--- src/rtl/keypad_scanner_if.sv ---
// Keypad matrix signal bundle: row drive and column sense toward the keypad,
// plus the debounced key result toward the consumer.
interface keypad_scanner_if;
  logic [3:0] row;
  logic [3:0] col;
  logic [3:0] key;
  logic       key_valid;
  logic       key_held;

  modport master (
    output row,
    output key,
    output key_valid,
    output key_held,
    input  col
  );

  modport slave (
    input  row,
    input  key,
    input  key_valid,
    input  key_held,
    output col
  );
endinterface

--- src/rtl/keypad_scanner.sv ---
// 4x4 hex keypad scanner: walks an active-low row strobe, samples synchronized
// columns, debounces whole-scan results and strobes each accepted key press once.
module keypad_scanner #(
  parameter int SETTLE_CYCLES  = 1024,
  parameter int DEBOUNCE_SCANS = 16
) (
  input  logic               clk,
  input  logic               rst_n,
  keypad_scanner_if.master   kp
);

  localparam int CW = (SETTLE_CYCLES > 2) ? $clog2(SETTLE_CYCLES) : 1;
  localparam int DW = $clog2(DEBOUNCE_SCANS + 1);
  localparam logic [CW-1:0] SETTLE_LOAD = CW'(SETTLE_CYCLES - 1);
  localparam logic [DW-1:0] DB_MAX      = DW'(DEBOUNCE_SCANS);

  typedef enum logic [1:0] {ST_START, ST_DRIVE, ST_SAMPLE} state_t;
  typedef enum logic [1:0] {CAND_NONE, CAND_CODE, CAND_INVALID} cand_t;

  state_t        state, state_n;
  logic [CW-1:0] cnt, cnt_n;
  logic [1:0]    row_idx, row_idx_n;
  logic [15:0]   acc, acc_n;
  logic [3:0]    row_q, row_n;
  logic          scan_done;

  logic [3:0]    col_meta, col_sync;
  logic [DW-1:0] db_cnt, db_next;
  cand_t         prev_kind, cand_kind;
  logic [3:0]    prev_code, cand_code;
  logic [4:0]    ones;
  logic          same, accept_press, accept_release;
  logic [3:0]    key_q;
  logic          valid_q, held_q;

  // Columns are asynchronous to clk; only the second flop is ever looked at.
  always_ff @(posedge clk or negedge rst_n) begin
    if (!rst_n) begin
      col_meta <= 4'hF;
      col_sync <= 4'hF;
    end else begin
      col_meta <= kp.col;
      col_sync <= col_meta;
    end
  end

  always_ff @(posedge clk or negedge rst_n) begin
    if (!rst_n) begin
      state   <= ST_START;
      cnt     <= '0;
      row_idx <= 2'd0;
      acc     <= '0;
      row_q   <= 4'hF;
    end else begin
      state   <= state_n;
      cnt     <= cnt_n;
      row_idx <= row_idx_n;
      acc     <= acc_n;
      row_q   <= row_n;
    end
  end

  // Row drive is registered from the next state so it never glitches.
  always_comb begin
    state_n   = state;
    cnt_n     = cnt;
    row_idx_n = row_idx;
    acc_n     = acc;
    scan_done = 1'b0;
    case (state)
      ST_START: begin
        state_n = ST_DRIVE;
        cnt_n   = SETTLE_LOAD;
      end
      ST_DRIVE: begin
        if (cnt == '0) state_n = ST_SAMPLE;
        else           cnt_n   = cnt - CW'(1);
      end
      ST_SAMPLE: begin
        acc_n[{row_idx, 2'b00} +: 4] = ~col_sync;
        row_idx_n = row_idx + 2'd1;
        state_n   = ST_DRIVE;
        cnt_n     = SETTLE_LOAD;
        scan_done = (row_idx == 2'd3);
      end
      default: state_n = ST_START;
    endcase
    row_n = (state_n == ST_START) ? 4'hF : ~(4'b0001 << row_idx_n);
  end

  // Classify the completed scan; acc_n already holds the freshly sampled row 3.
  always_comb begin
    ones      = 5'd0;
    cand_code = 4'd0;
    for (int i = 0; i < 16; i++) begin
      if (acc_n[i]) begin
        ones      = ones + 5'd1;
        cand_code = 4'(i);
      end
    end
    if (ones == 5'd0)      cand_kind = CAND_NONE;
    else if (ones == 5'd1) cand_kind = CAND_CODE;
    else                   cand_kind = CAND_INVALID;
    same = (cand_kind == prev_kind) &&
           ((cand_kind != CAND_CODE) || (cand_code == prev_code));
    if (!same)               db_next = DW'(1);
    else if (db_cnt == DB_MAX) db_next = db_cnt;
    else                     db_next = db_cnt + DW'(1);
    accept_press   = scan_done && !held_q && (db_next == DB_MAX) && (cand_kind == CAND_CODE);
    accept_release = scan_done &&  held_q && (db_next == DB_MAX) && (cand_kind == CAND_NONE);
  end

  // A held key blocks any other code until a debounced release is seen.
  always_ff @(posedge clk or negedge rst_n) begin
    if (!rst_n) begin
      db_cnt    <= '0;
      prev_kind <= CAND_NONE;
      prev_code <= 4'd0;
      key_q     <= 4'd0;
      valid_q   <= 1'b0;
      held_q    <= 1'b0;
    end else begin
      valid_q <= 1'b0;
      if (scan_done) begin
        db_cnt    <= db_next;
        prev_kind <= cand_kind;
        prev_code <= cand_code;
      end
      if (accept_press) begin
        key_q   <= cand_code;
        held_q  <= 1'b1;
        valid_q <= 1'b1;
      end else if (accept_release) begin
        held_q  <= 1'b0;
      end
    end
  end

  assign kp.row       = row_q;
  assign kp.key       = key_q;
  assign kp.key_valid = valid_q;
  assign kp.key_held  = held_q;

endmodule

--- src/flat_wrapper.sv ---
// flat-port wrapper written by rule: the top's interface ports become plain ports
module keypad_scanner_flat 
#(
  parameter int SETTLE_CYCLES  = 1024,
  parameter int DEBOUNCE_SCANS = 16
)
  (clk, rst_n, kp_row, kp_key, kp_key_valid, kp_key_held, kp_col);
  keypad_scanner_if kp_i ();
  input  logic clk;
  input  logic rst_n;
  output wire logic [$bits(kp_i.row)-1:0] kp_row;
  output wire logic [$bits(kp_i.key)-1:0] kp_key;
  output wire logic [$bits(kp_i.key_valid)-1:0] kp_key_valid;
  output wire logic [$bits(kp_i.key_held)-1:0] kp_key_held;
  input wire logic [$bits(kp_i.col)-1:0] kp_col;
  assign kp_row = kp_i.row;
  assign kp_key = kp_i.key;
  assign kp_key_valid = kp_i.key_valid;
  assign kp_key_held = kp_i.key_held;
  assign kp_i.col = kp_col;
  keypad_scanner #(.SETTLE_CYCLES(SETTLE_CYCLES), .DEBOUNCE_SCANS(DEBOUNCE_SCANS)) u_core (.clk(clk), .rst_n(rst_n), .kp(kp_i));
endmodule
--- config.mk ---
export PLATFORM = sky130hd
export DESIGN_NAME = keypad_scanner_flat
export DESIGN_NICKNAME = d
export VERILOG_FILES = /design/src/rtl/keypad_scanner_if.sv /design/src/rtl/keypad_scanner.sv /design/src/flat_wrapper.sv
export SDC_FILE = /design/constraint.sdc
export NUM_CORES = 1
export LEC_CHECK = 0
export ABC_AREA = 1
export CORE_UTILIZATION = 30
export DETAILED_ROUTE_END_ITERATION = 8
export GPL_ROUTABILITY_DRIVEN = 0
export PLACE_DENSITY = 0.51
export SKIP_CTS_REPAIR_TIMING = 1
export SYNTH_ARGS = -nofsm -noshare
export SYNTH_HDL_FRONTEND = slang
export SYNTH_SLANG_ARGS = --single-unit
export TNS_END_PERCENT = 5
--- constraint.sdc ---
create_clock -name clk -period 15.75 [get_ports clk]
set_input_delay 3.15 -clock clk [delete_from_list [all_inputs] [get_ports clk]]
set_output_delay 3.15 -clock clk [all_outputs]
set_load 0.01 [all_outputs]
==> impl_metrics.toml <==
[logic_synthesis]
synth_top_cell_by_area = "dfrtp_1"
synth_cell_types = 44
synth_fp_nets = 696
yosys-top-cells-area = "dfrtp_1 26%, nand2_1 17%, inv_1 8.3%"
yosysWarnings = 0
synth_top_area_share_pct = 25.68
synth_seq_cells = 59
netlist_instances = 669
syn_avg_cell_area_sq_um = 6.845
synthesis.area_sq_um = 4579
ys_seq_area_share_pct = 32.57

[job]
cap_viol_max_count = 0

[global_route]
antenna_found_initial = 0
gr-total-overflow = 0
grt_usage_pct = 12.60
grt_pass1_wl_um = 16540
grt_max_degree = 60
grt_pass1_vias = 3812

[cells_and_area]
fillCellCount = 1549
synthToLayoutAreaGrowth_pct = 15.30
stdcell_count = 880
stdcell_area_sq_um = 5280
drive_gt1_share_pct = 15.80
nNetsFinal = 718
diodes = 0

[clocking]
clockBufferDepth = 2
path_clk_slew_ns = 0.05
clk_latency_ns = 0.32
cts_inserted_buffers = 9
htreeDepth = 3
clock-sinks = 59
cts_root_buf = "clkbuf_16"
cts_tree = "yes"

[setup_path]
arrival_ns = 9.86
crit_required_ns = 15.96
crit_slowest_cell = "dfrtp_1"
cpPeakStageDelay_ns = 0.49
critPathTopFamily = "simple AND/OR/NAND/NOR gates"
crit_type = "flip-flop to flip-flop"
critical_path_buf_inv_count = 6
end_kind = "flip-flop"
crit_top_cell = "nand2_1"
critPathMaxFanout = 9
critPathLaunchType = "flip-flop"

[placed_design]
dpl_cell_area_sq_um = 4937
portBuffers = 15
pre_cts_ws_ns = 6.099
dp_hpwl_um = 7286
place_inst = 864

[routing]
drt_iter0_markers = 150
wl_per_cell_um = 10.32
wl_um = 9081
drc_errors = 4
routed-via-count = 3972
ant_nets = 0
dr.pass1.iters = 6
routed_via_density = 4.514

[timing]
setup_ws_ns = 6.107
setup_violations = 0
post-route-period-util_pct = 61.23
hold_viol_final = 0
max_freq_ghz = 0.1037
grt_setup_unrepaired = "no"
worst_slew_margin_rel_pct = 50.51
fin_crit_ns = 9.643
worst_pin_slew_ns = 0.7423
finClkSkew_ns = 0.004571
setup_tns_ns = 0
worst_hold_slack_ns = 0.3539
slew_violations = 0

[floorplan]
die_h_um = 125.6
num_rows = 44
initial_core_util_pct = 31.15
die_w_um = 125.6
ios = 16
fp.dieArea_sq_um = 15760
core_area_sq_um = 14700

[run_status]
status = "finished with violations"
violations = "design-rule violations"

[power]
total_leakage_power_nw = 2.926
ir_drop_mv = 0.04535
p_per_area_nw_per_um2 = 72.43

[min_path]
hold_class = "flip-flop to flip-flop"
[flip-flops by register name, summed over array words and instances, names as in the netlist, 2 cells and up]
| name | cells |
|---|---|
| u_core.kp.row | 4 |
| u_core.col_sync | 4 |
| u_core.state | 2 |
| u_core.row_idx | 2 |
| u_core.acc | 16 |
| u_core.col_meta | 4 |
| u_core.prev_code | 4 |
| u_core.kp.key | 4 |
| u_core.cnt | 10 |
| u_core.prev_kind | 2 |
| u_core.db_cnt | 5 |
[report_power, final]
part	switching [W]	internal, W	total (W)
Combinational	0.00000329	0.00000129	0.00000458
Sequential	0.000000633	0.000154	0.000154
Clock	0.0000654	0.000158	0.000223
[worst register-to-register path: cells and delay by family, from the launching register on]
family          cells  cell delay [ns]
simple gates       39             4.29
compound gates      1             0.16
fa+ha+maj          15             4.10
buf+inv             6             0.45
flops               1             0.49
[per-layer routing]
layer,track usage [%],vias up,share of wire (%)
met5,0,-,0
met4,3.659,0,1.2
met3,2.739,12,1.9
met2,20.75,26,45
met1,16.50,1783,52
li1,-,2151,-
[layout make-up]
type                    count  area [sq um]  share of cell area, %
multi-input cells         489          2624                  49.69
clock inverters             5         100.1                  1.896
repair buffers             16         152.6                  2.891
flip-flops and latches     59          1491                  28.25
inverters                 116         439.2                  8.318
clock buffers              11         242.7                  4.597
well taps                 184         230.2                  4.360
[cell usage after synthesis (all sizes together)]
cell,number
nand2,240
inv,114
nand3,88
nor2,52
dfrtp,47
o21ai,31
ha,21
a21oi,13
dfstp,12
nand4,9
nor3,7
xor2,6
or2,5
nand3b,4
a21boi,3
buf,3
o31ai,3
clkbuf,2
clkinv,2
o211ai,2
a31oi,1
and2,1
nor4,1
o21a,1
o21bai,1
[placed cells by master, fill, tap and decap left out, drive strengths merged, types with 2 or more instances in the layout]
master,n
nor3,7
clkbuf,11
or2,5
buf,2
a21oi,13
nand2,240
a21boi,3
o31ai,3
clkinv,4
nor2,52
dfrtp,47
dfstp,12
clkdlybuf4s50,14
inv,114
ha,21
bufinv,3
o211ai,2
o21ai,31
nand4,9
nand3,88
nand3b,4
xor2,6
[path summary, 6_finish.rpt]
check / start / end / slack, ns / depth (start not counted)
max: u_core.row_idx[0]$_DFF_PN0_ / u_core.kp.key[1]$_DFFE_PN0P_ / 6.11 / 61
min: u_core.col_meta[1]$_DFF_PN1_ / u_core.col_sync[1]$_DFF_PN1_ / 0.35 / 0
max reg2reg: u_core.row_idx[0]$_DFF_PN0_ / u_core.kp.key[1]$_DFFE_PN0P_ / 6.11 / 61
min reg2reg: u_core.col_meta[1]$_DFF_PN1_ / u_core.col_sync[1]$_DFF_PN1_ / 0.35 / 0
max in group asynchronous: rst_n / u_core.prev_code[2]$_DFFE_PN0P_ / 12.28 / 2
min in group asynchronous: rst_n / u_core.cnt[2]$_DFFE_PN0P_ / 2.94 / 2
[kinds of logic (layout without fill, tap and decap cells)]
group | after synthesis | count (layout) | synth area share [%]
AO/OA/AOI/OAI | 55 | 55 | 7.323
XOR/XNOR | 6 | 6 | 1.148
adder cells (fa/ha/maj) | 21 | 21 | 5.738
buffers and inverters | 121 | 148 | 10.14
flip-flops | 59 | 59 | 32.57
AND/OR/NAND/NOR | 407 | 407 | 43.09
[metrics by stage]
step                total power, W  utilization [%]
detailed placement       0.0001618            33.59
CTS                      0.0003889            35.92
global route             0.0003946            35.92
global placement         0.0001616            33.59
floorplan                0.0001570                -
finish                   0.0003824            35.92
(Power assumes the default switching activity.)
